## src/rtl/rf_wb_arbiter_pkg.sv

```systemverilog
// Shared types and constants for the regfile writeback arbiter.
// Data width, register address width and the default starvation limit.
package rvx10_pkg;

    localparam int XLEN             = 32;
    localparam int REG_AW           = 5;
    localparam int STARVE_LIMIT_DEF = 8;

    typedef struct packed {
        logic              valid;
        logic [REG_AW-1:0] rd;
        logic [XLEN-1:0]   data;
    } wb_req_t;

endpackage

```

## src/rtl/rf_wb_arbiter_if.sv

```systemverilog
// Bundle of writeback, long-latency, decode and regfile-port signals.
// master drives requests; slave is the arbiter.
interface rf_wb_if;
    import rvx10_pkg::*;

    logic              wb_valid;
    logic [REG_AW-1:0] wb_rd;
    logic [XLEN-1:0]   wb_data;

    logic              lu_valid;
    logic              lu_ready;
    logic [REG_AW-1:0] lu_rd;
    logic [XLEN-1:0]   lu_data;

    logic              iss_valid;
    logic [REG_AW-1:0] iss_rd;

    logic [REG_AW-1:0] dec_rs1;
    logic [REG_AW-1:0] dec_rs2;
    logic [REG_AW-1:0] dec_rd;
    logic              dec_hazard;

    logic              bubble_req;

    logic              we3;
    logic [REG_AW-1:0] a3;
    logic [XLEN-1:0]   wd3;

    modport master (
        output wb_valid, wb_rd, wb_data,
        output lu_valid, lu_rd, lu_data,
        output iss_valid, iss_rd,
        output dec_rs1, dec_rs2, dec_rd,
        input  lu_ready, dec_hazard, bubble_req,
        input  we3, a3, wd3
    );

    modport slave (
        input  wb_valid, wb_rd, wb_data,
        input  lu_valid, lu_rd, lu_data,
        input  iss_valid, iss_rd,
        input  dec_rs1, dec_rs2, dec_rd,
        output lu_ready, dec_hazard, bubble_req,
        output we3, a3, wd3
    );

endinterface

```

## src/rtl/rf_wb_arbiter_fifo.sv

```systemverilog
// Small result FIFO for long-latency writebacks.
// Power-of-two depth, wrapping pointers, registered occupancy count.
module rf_wb_fifo
    import rvx10_pkg::*;
#(
    parameter int DEPTH = 4
) (
    input  logic              clk,
    input  logic              reset,
    input  logic              push,
    input  logic [REG_AW-1:0] push_rd,
    input  logic [XLEN-1:0]   push_data,
    input  logic              pop,
    output logic [REG_AW-1:0] head_rd,
    output logic [XLEN-1:0]   head_data,
    output logic              full,
    output logic              empty
);

    localparam int PW = $clog2(DEPTH);

    logic [REG_AW-1:0] rd_mem   [DEPTH];
    logic [XLEN-1:0]   data_mem [DEPTH];
    logic [PW-1:0]     wptr;
    logic [PW-1:0]     rptr;
    logic [PW:0]       count;
    logic              do_push;
    logic              do_pop;

    assign full      = (count == (PW+1)'(DEPTH));
    assign empty     = (count == '0);
    assign do_push   = push && !full;
    assign do_pop    = pop && !empty;
    assign head_rd   = rd_mem[rptr];
    assign head_data = data_mem[rptr];

    // Pointer and occupancy bookkeeping; pointers wrap at DEPTH.
    always_ff @(posedge clk) begin
        if (reset) begin
            wptr  <= '0;
            rptr  <= '0;
            count <= '0;
        end else begin
            if (do_push) begin
                wptr <= wptr + PW'(1);
            end
            if (do_pop) begin
                rptr <= rptr + PW'(1);
            end
            unique case ({do_push, do_pop})
                2'b10:   count <= count + (PW+1)'(1);
                2'b01:   count <= count - (PW+1)'(1);
                default: count <= count;
            endcase
        end
    end

    // Entry storage; contents are meaningless while the count says empty.
    always_ff @(posedge clk) begin
        if (do_push) begin
            rd_mem[wptr]   <= push_rd;
            data_mem[wptr] <= push_data;
        end
    end

endmodule

```

## src/rtl/rf_wb_arbiter.sv

```systemverilog
// Regfile write-port arbiter: pipeline WB has priority, long-latency
// results queue in a FIFO; a pending scoreboard drives decode stalls.
module rf_wb_arbiter
    import rvx10_pkg::*;
#(
    parameter int DEPTH        = 4,
    parameter int STARVE_LIMIT = STARVE_LIMIT_DEF
) (
    input logic clk,
    input logic reset,
    rf_wb_if.slave bus
);

    localparam int SW = $clog2(STARVE_LIMIT + 1);

    logic              full;
    logic              empty;
    logic              ready;
    logic              push;
    logic              pop;
    logic              fifo_write;
    logic [REG_AW-1:0] head_rd;
    logic [XLEN-1:0]   head_data;
    wb_req_t           pipe_req;
    wb_req_t           head_req;
    wb_req_t           sel;
    logic [SW-1:0]     starve;
    logic [31:0]       pending;
    logic [31:0]       set_mask;
    logic [31:0]       clr_mask;
    logic [31:0]       live;

    assign ready        = !full && !reset;
    assign push         = bus.lu_valid && ready;
    assign bus.lu_ready = ready;

    rf_wb_fifo #(
        .DEPTH (DEPTH)
    ) u_fifo (
        .clk       (clk),
        .reset     (reset),
        .push      (push),
        .push_rd   (bus.lu_rd),
        .push_data (bus.lu_data),
        .pop       (pop),
        .head_rd   (head_rd),
        .head_data (head_data),
        .full      (full),
        .empty     (empty)
    );

    // Port selection: pipeline first, else drain the FIFO head.
    always_comb begin
        pipe_req.valid = bus.wb_valid && (bus.wb_rd != '0);
        pipe_req.rd    = bus.wb_rd;
        pipe_req.data  = bus.wb_data;
        head_req.valid = !empty && (head_rd != '0);
        head_req.rd    = head_rd;
        head_req.data  = head_data;
        sel            = '0;
        pop            = 1'b0;
        if (reset) begin
            sel = '0;
        end else if (pipe_req.valid) begin
            sel = pipe_req;
        end else if (!empty) begin
            pop = 1'b1;
            if (head_req.valid) begin
                sel = head_req;
            end
        end
    end

    assign fifo_write = pop && head_req.valid;
    assign bus.we3    = sel.valid;
    assign bus.a3     = sel.rd;
    assign bus.wd3    = sel.data;

    // Scoreboard set/clear masks for this cycle.
    always_comb begin
        set_mask = '0;
        clr_mask = '0;
        if (bus.iss_valid && (bus.iss_rd != '0)) begin
            set_mask[bus.iss_rd] = 1'b1;
        end
        if (fifo_write) begin
            clr_mask[head_rd] = 1'b1;
        end
        live = pending & ~clr_mask;
    end

    // Pending bits: set beats clear; x0 never pending.
    always_ff @(posedge clk) begin
        if (reset) begin
            pending <= '0;
        end else begin
            pending <= ((pending & ~clr_mask) | set_mask) & ~32'd1;
        end
    end

    // A register being written this cycle is readable via the
    // negedge regfile write, so it no longer stalls decode.
    assign bus.dec_hazard = !reset &&
        (live[bus.dec_rs1] | live[bus.dec_rs2] | live[bus.dec_rd]);

    // Count cycles the FIFO head loses to the pipeline; saturate.
    always_ff @(posedge clk) begin
        if (reset) begin
            starve <= '0;
        end else if (empty || pop) begin
            starve <= '0;
        end else if (pipe_req.valid && (starve != SW'(STARVE_LIMIT))) begin
            starve <= starve + SW'(1);
        end
    end

    assign bus.bubble_req = !reset && (starve == SW'(STARVE_LIMIT));

endmodule

```

## src/flat_wrapper.sv

```systemverilog
// flat-port wrapper written by rule: the top's interface ports become plain ports
module rf_wb_arbiter_flat import rvx10_pkg::*;
#(
    parameter int DEPTH        = 4,
    parameter int STARVE_LIMIT = STARVE_LIMIT_DEF
)
  (clk, reset, bus_wb_valid, bus_wb_rd, bus_wb_data, bus_lu_valid, bus_lu_rd, bus_lu_data, bus_iss_valid, bus_iss_rd, bus_dec_rs1, bus_dec_rs2, bus_dec_rd, bus_lu_ready, bus_dec_hazard, bus_bubble_req, bus_we3, bus_a3, bus_wd3);
  rf_wb_if bus_i ();
  input logic clk;
  input logic reset;
  input wire logic [$bits(bus_i.wb_valid)-1:0] bus_wb_valid;
  input wire logic [$bits(bus_i.wb_rd)-1:0] bus_wb_rd;
  input wire logic [$bits(bus_i.wb_data)-1:0] bus_wb_data;
  input wire logic [$bits(bus_i.lu_valid)-1:0] bus_lu_valid;
  input wire logic [$bits(bus_i.lu_rd)-1:0] bus_lu_rd;
  input wire logic [$bits(bus_i.lu_data)-1:0] bus_lu_data;
  input wire logic [$bits(bus_i.iss_valid)-1:0] bus_iss_valid;
  input wire logic [$bits(bus_i.iss_rd)-1:0] bus_iss_rd;
  input wire logic [$bits(bus_i.dec_rs1)-1:0] bus_dec_rs1;
  input wire logic [$bits(bus_i.dec_rs2)-1:0] bus_dec_rs2;
  input wire logic [$bits(bus_i.dec_rd)-1:0] bus_dec_rd;
  output wire logic [$bits(bus_i.lu_ready)-1:0] bus_lu_ready;
  output wire logic [$bits(bus_i.dec_hazard)-1:0] bus_dec_hazard;
  output wire logic [$bits(bus_i.bubble_req)-1:0] bus_bubble_req;
  output wire logic [$bits(bus_i.we3)-1:0] bus_we3;
  output wire logic [$bits(bus_i.a3)-1:0] bus_a3;
  output wire logic [$bits(bus_i.wd3)-1:0] bus_wd3;
  assign bus_i.wb_valid = bus_wb_valid;
  assign bus_i.wb_rd = bus_wb_rd;
  assign bus_i.wb_data = bus_wb_data;
  assign bus_i.lu_valid = bus_lu_valid;
  assign bus_i.lu_rd = bus_lu_rd;
  assign bus_i.lu_data = bus_lu_data;
  assign bus_i.iss_valid = bus_iss_valid;
  assign bus_i.iss_rd = bus_iss_rd;
  assign bus_i.dec_rs1 = bus_dec_rs1;
  assign bus_i.dec_rs2 = bus_dec_rs2;
  assign bus_i.dec_rd = bus_dec_rd;
  assign bus_lu_ready = bus_i.lu_ready;
  assign bus_dec_hazard = bus_i.dec_hazard;
  assign bus_bubble_req = bus_i.bubble_req;
  assign bus_we3 = bus_i.we3;
  assign bus_a3 = bus_i.a3;
  assign bus_wd3 = bus_i.wd3;
  rf_wb_arbiter #(.DEPTH(DEPTH), .STARVE_LIMIT(STARVE_LIMIT)) u_core (.clk(clk), .reset(reset), .bus(bus_i));
endmodule
```

## config.mk

```make
export PLATFORM = sky130hd
export DESIGN_NAME = rf_wb_arbiter_flat
export DESIGN_NICKNAME = d
export VERILOG_FILES = /design/src/rtl/rf_wb_arbiter_pkg.sv /design/src/rtl/rf_wb_arbiter_if.sv /design/src/rtl/rf_wb_arbiter_fifo.sv /design/src/rtl/rf_wb_arbiter.sv /design/src/flat_wrapper.sv
export SDC_FILE = /design/constraint.sdc
export NUM_CORES = 1
export LEC_CHECK = 0
export CORE_UTILIZATION = 59
export CTS_CLUSTER_DIAMETER = 40
export DETAILED_ROUTE_END_ITERATION = 10
export GPL_TIMING_DRIVEN = 0
export PLACE_DENSITY = 0.86
export SLEW_MARGIN = 10
export SYNTH_ARGS = -nofsm -noshare
export SYNTH_HDL_FRONTEND = slang
export SYNTH_HIERARCHICAL = 1
export SYNTH_SLANG_ARGS = --single-unit
export TNS_END_PERCENT = 5
```

## constraint.sdc

```tcl
create_clock -name clk -period 7.7 [get_ports clk]
set_clock_uncertainty 0.2 [all_clocks]
set_input_delay 1.54 -clock clk [delete_from_list [all_inputs] [get_ports clk]]
set_output_delay 1.54 -clock clk [all_outputs]
set_load 0.005 [all_outputs]
```

# Yosys cells after proc, flatten, opt, wreduce, memory -nomap -nowiden
# Memories as Yosys holds them, arrays and structs flattened. A register that Yosys moved wholly into a read port is not among the register bits.
# Cells that the tools add are included.
[totals]
reg_bits = 43
ramBits = 148
input_bits = 99
output_inout_bits = 41
word_cells = 79
mem_count = 2
[memory_table]
columns = ["memory", "depth", "word_bits", "read_ports", "rd_ports_with_merged_regs", "write_ports", "line_no", "source"]
rows = [
  ["u_core.u_fifo.data_mem", 4, 32, 1, 1, 1, "rf_wb_arbiter_fifo.sv:23", "logic [XLEN-1:0] data_mem [DEPTH];"],
  ["u_core.u_fifo.rd_mem", 4, 5, 1, 1, 1, "rf_wb_arbiter_fifo.sv:22", "logic [REG_AW-1:0] rd_mem [DEPTH];"],
]
[classes]
n_addsub = 5
order_cmp = 7
eq_ne = 5
mux = 26
bitwise_logic = 5
n_reduce_logical = 23
[op_table]
columns = ["operator", "n"]
rows = [
  ["38-bit two-way mux", 4],
  ["32-bit two-way mux", 2],
  ["32-bit bitwise AND", 1],
  ["32-bit inverter", 1],
  ["32-bit bitwise OR", 1],
  ["5-bit by 6-bit < comparator with 1-bit output (second input constant)", 5],
  ["1-bit binary-select mux with 5-bit select", 3],
  ["5-bit nonzero test", 3],
  ["1-bit logical AND", 13],
  ["1-bit demux with 5-bit select", 2],
  ["5-bit by 1-bit >= comparator with 1-bit output (second input constant)", 2],
  ["1-bit two-way mux", 10],
  ["2-bit two-way mux", 4],
  ["3-bit case mux with 2 select lines", 1],
  ["2-bit by 1-bit adder with 2-bit output (second input constant)", 2],
  ["4-bit by 1-bit adder with 4-bit output (second input constant)", 1],
  ["4-bit equality test (second input constant)", 1],
  ["4-bit inequality test (second input constant)", 1],
  ["3-bit by 1-bit adder with 3-bit output (second input constant)", 1],
  ["3-bit equality test (second input constant)", 1],
  ["1-bit logical NOT", 3],
  ["3-bit logical NOT", 1],
  ["3-bit by 1-bit subtractor with 3-bit output (second input constant)", 1],
  ["2-bit by 1-bit equality test with 1-bit output (second input constant)", 1],
  ["5 further kinds", 6],
]

# Logic depth before layout (Yosys ltp)
[depth]
depth_word = 13
mapped_depth = 15
ltp_nobuf = 12

# By module
# Netlist, hierarchy kept.
[modules_own_cells]
columns = ["mod", "n_inst", "cells_each", "area_per_inst_um2"]
rows = [
  ["rf_wb_fifo", 1, 247, 5866.9],
  ["rf_wb_arbiter", 1, 542, 3430.8],
]

# Worst setup path before layout
# Ideal clock, no wire load.
[synth_timing]
path_kind = "input port to output port"
from = "input bus_wb_rd[2]"
to = "output bus_dec_hazard"
arrival_time_ns = 3.687
slack_ns = 2.273
stages = 8
n_path_buf = 1
path_cell_list = "or4_4 o21a_1 buf_6 o31a_1 a221o_1 or4b_1 nand4_1 a41oi_1"
[synth_via]
elab_chain_len = 13
elab_cells_between_ends = 17
[synth_rtl]
columns = ["element", "line_no", "source"]
rows = [
  ["start, declared", "flat_wrapper.sv:12", "input wire logic [$bits(bus_i.wb_rd)-1:0] bus_wb_rd;"],
  ["5-bit nonzero test (*)", "rf_wb_arbiter.sv:54", "pipe_req.valid = bus.wb_valid && (bus.wb_rd != '0);"],
  ["1-bit logical AND (*)", "rf_wb_arbiter.sv:54", ""],
  ["1-bit two-way mux (*)", "rf_wb_arbiter.sv:64", "end else if (pipe_req.valid) begin"],
  ["1-bit two-way mux (*)", "rf_wb_arbiter.sv:62", "if (reset) begin"],
  ["1-bit logical AND (*)", "rf_wb_arbiter.sv:74", "assign fifo_write = pop && head_req.valid;"],
  ["32-bit two-way mux (*)", "rf_wb_arbiter.sv:86", "if (fifo_write) begin"],
  ["32-bit inverter (*)", "rf_wb_arbiter.sv:89", "live = pending & ~clr_mask;"],
  ["32-bit bitwise AND (*)", "rf_wb_arbiter.sv:89", ""],
  ["1-bit binary-select mux with 5-bit select", "rf_wb_arbiter.sv:104", "(live[bus.dec_rs1] | live[bus.dec_rs2] | live[bus.dec_rd]);"],
  ["1-bit two-way mux (not written as such)", "rf_wb_arbiter.sv:104", ""],
  ["1-bit bitwise OR", "rf_wb_arbiter.sv:104", ""],
  ["1-bit bitwise OR (*)", "rf_wb_arbiter.sv:104", ""],
  ["1-bit logical AND (*)", "rf_wb_arbiter.sv:103", "assign bus.dec_hazard = !reset &&"],
  ["end, declared", "flat_wrapper.sv:23", "output wire logic [$bits(bus_i.dec_hazard)-1:0] bus_dec_hazard;"],
]
# Every way passes the cells marked *; elsewhere a longest branch is shown, timed or not. The select of a mux whose other input is x is not followed.

# Worst setup path after layout
[layout_timing]
from = "input bus_wb_rd[2]"
to = "output bus_wd3[17]"
[layout_via]
elab_chain_len = 4
[layout_rtl]
columns = ["element", "line_no", "source"]
rows = [
  ["5-bit nonzero test", "rf_wb_arbiter.sv:54", ""],
  ["1-bit logical AND", "rf_wb_arbiter.sv:54", ""],
  ["38-bit two-way mux", "rf_wb_arbiter.sv:64", ""],
  ["38-bit two-way mux", "rf_wb_arbiter.sv:62", ""],
  ["end, declared", "flat_wrapper.sv:27", "output wire logic [$bits(bus_i.wd3)-1:0] bus_wd3;"],
]
# Every way passes these cells.

==> key figures <==
Worst setup path
  – Reg2reg path depth: 8
  – Highest-delay cell along the critical path: o21bai_1
  – Crit. End Element: output port
  – Critical path class: input pin to output port
  – Reg-to-reg setup timing slack: 4.23 ns
  – WP buf/inv: 6
  – Data arrival time of the worst path: 5.32 ns
  – Crit path launch type: input pin
  – CP Max Fanout: 10
  – Beginning of the critical path: bus_wb_rd[2]
  – Slowest cell delay on critical path: 0.65 ns
  – Worst path cell trace: clkdlybuf4s50_1, or4_4, o21a_1, buf_6, clkbuf_1, clkbuf_1, o21bai_1, clkbuf_1, a21oi_1, clkdlybuf4s50_1
  – CP dominant cell by count: clkbuf_1
  – Reg2reg end: u_core/pending[3]
  – Top delay family on crit path: buffers and inverters
  – Worst setup path endpoint: bus_wd3[17]
  – Req. time, crit path: 5.96 ns
  – Critical Path Stages: 10

Layout
  – Final Core Density: 0.759
  – Cell area after layout: 11600 sq um
  – Fin cells: 1170
  – Ant diodes: 0
  – Layout cells sized above 1: 0.103
  – Final #Nets: 1053
  – Area growth from synthesis to layout: 25.0%

Placement
  – Hpwl dp: 17300 microns
  – Port bufs: 134
  – Placed insts: 1138
  – Post-placement cell area: 11000 sq um
  – Routability cong.: 0.979

STA
  – Setup TNS: 0 ns
  – RSZ-0062 raised after global routing: false
  – Crit share post-route: 0.917
  – # setup viols final: 0
  – WHS: 0.303 ns
  – Hold Vio Cnt, Final: 0
  – Tmin final: 7.06 ns
  – Final Max Slew Viols: 0
  – Worst-Margin Slew: 1.03 ns
  – Highest clock rate: 0.142 GHz
  – Slew headroom: 0.307

Synthesis
  – Post-synth EDFFs: 148
  – Yosys Warn Count: 6
  – Yosys top cell area share: 0.478
  – Main area contributors after synthesis: edfxtp_1, dfxtp_1, mux4_2, nand2_1, a21oi_1
  – Synth async-reset ratio: 0
  – Synthesized net count: 896
  – Dominant synthesized flop cell: edfxtp_1
  – Cells after Synth: 789
  – Post-synth top area cell: edfxtp_1
  – Synth Area per Inst: 11.8 sq um
  – Number of synthesized register bits: 192
  – Post-synthesis sequential area ratio: 0.573
  – Post-synthesis cell type count: 71
  – Most frequent cell after synthesis: edfxtp_1
  – Synth Cell Area: 9300 sq um
  – Post-synth top cells: edfxtp_1, nand2_1, a21oi_1

Floorplanning
  – Num rows: 45
  – Die width: 128 microns
  – Die area: 16300 sq um
  – Io pins: 140
  – Die Span Y: 128 microns
  – Core Area: 15300 sq um
  – Starting Density: 0.607

Power
  – P per Cell Area: 201 nW/um^2
  – Peak VDD IR: 0.182 mV
  – Leak pwr: 3.79 nW

Routing
  – DRT met1 WL: 10000 microns
  – Met2 routed WL: 12900 microns
  – WL final: 25900 microns
  – DR top layer: met4
  – DR WL/cell: 22.1 microns
  – DRT antenna net count: 0
  – Residual DRC: 0
  – WL met3: 2390 microns
  – First-pass detailed-route iteration total: 5
  – Via density per instance: 6.31
  – Via count: 7386
  – Initial detailed-routing violation count: 946

GRT
  – Remaining global-route overflow: 0
  – Largest net degree at the start of global routing: 32
  – First-pass GRT wire length: 39400 microns
  – Antenna violations before repair: 0
  – Gr usage total: 0.330
  – Vias in the first global route: 7290

Run
  – Max Cap Viol: 0

Worst hold path
  – Hold Path Origin: u_core/starve[2]
  – Worst min-delay path class: flip-flop to flip-flop

Clock tree
  – PostCTS Resize Cnt: 0
  – Clk slew on worst S/H paths: 0.07 ns
  – Max H-tree Level: 4
  – CTS Buffer Depth: 2
  – Num CTS Buffers: 17
  – Post-CTS Hold Buffers: 0
  – Root buffer cell: clkbuf_16
  – TritonCTS Sinks: 192
  – CTS tree: done
  – Post-CTS setup buffer count: 0
  – Clk Latency, worst-skew pair: 0.43 ns

Status
  – Status: finished clean
## sequential cells by signal, summed over array words and instances (netlist names), named ones only
name / flops
u_core/pending: 31
u_core/starve: 4
u_core/u_fifo/count: 3
u_core/u_fifo/data_mem: 128
u_core/u_fifo/rd_mem: 20
u_core/u_fifo/rptr: 2
u_core/u_fifo/wptr: 2
## worst min-delay path, stage by stage, from the launching register on
cell and delay, ns:
dfxtp_1 0.33, nand2b_1 0.07, a21oi_1 0.06
## per-stage QoR
step,total power [mW],setup WS (ns)
after floorplan,1.28,2.27
after global placement,1.41,0.759
after detailed placement,1.41,0.697
after CTS,2.33,0.678
after global routing,2.40,0.539
final,2.33,0.638
## cell type report
type | instances | area (sq um)
tap | 211 | 264
multi-input combinational | 526 | 3640
buffer | 52 | 277
timing repair buffer | 138 | 1420
sequential | 192 | 5330
inverter | 19 | 71.3
clock inverter | 15 | 200
clock buffer | 17 | 425
fill | 972 | 3690
## routing by layer
layer | up-vias | GRT usage
li1 | 3300 | -
met1 | 3579 | 0.426
met2 | 458 | 0.551
met3 | 49 | 0.0724
met4 | 0 | 0.123
met5 | - | 0
## power breakdown
part,internal (mW),leakage [nW],switching [mW],total (mW)
clock,0.522,0.297,0.411,0.933
sequential,1.13,1.70,0.00798,1.14
combinational,0.119,1.79,0.138,0.257
total,1.77,3.79,0.558,2.33
## worst min path at each step
stage / slack [ns] / cells after the start / to
after global placement: 0.27 / 2 / u_core/u_fifo/rptr[1]
after global routing: 0.34 / 2 / u_core/starve[3]
after CTS: 0.31 / 2 / u_core/starve[2]
final: 0.30 / 2 / u_core/starve[2]
after floorplan: 0.26 / 2 / flip-flop
after detailed placement: 0.30 / 2 / u_core/starve[2]
## layout by cell type, fill, tap and decap left out, types with 4 or more instances in the layout
cell               n
a22oi_1            5
a41oi_1            4
o21ai_0           24
nand2_1          137
buf_2              6
inv_1             18
and2_2             4
a21oi_1           83
nand2b_1           6
nand3b_1           5
dfxtp_1           44
o2111ai_1          4
nand3_1           17
and2_1             8
mux4_1             6
nor2b_1            8
nor3_1            11
o311ai_0           6
xor2_1             4
and3_1             6
buf_12             7
o211ai_1          12
o31a_1             4
nor2_1            45
nand4_1            4
clkdlybuf4s50_1  134
mux2i_1           11
ha_1               7
or3_1              5
clkbuf_1          32
buf_1              6
o31ai_1           10
nor3b_1            7
clkbuf_16         17
edfxtp_1         148
mux4_2            31
## cells by family after synthesis
group	after synthesis	share of synthesized area
AND/OR/NAND/NOR	280	0.143
flip-flops	192	0.573
AO/OA/AOI/OAI	184	0.126
buffers and inverters	71	0.0374
multiplexers	49	0.105
adder cells (fa/ha/maj)	8	0.0116
XOR/XNOR	5	0.00471
Note: power is estimated with default switching activity, not from simulation.
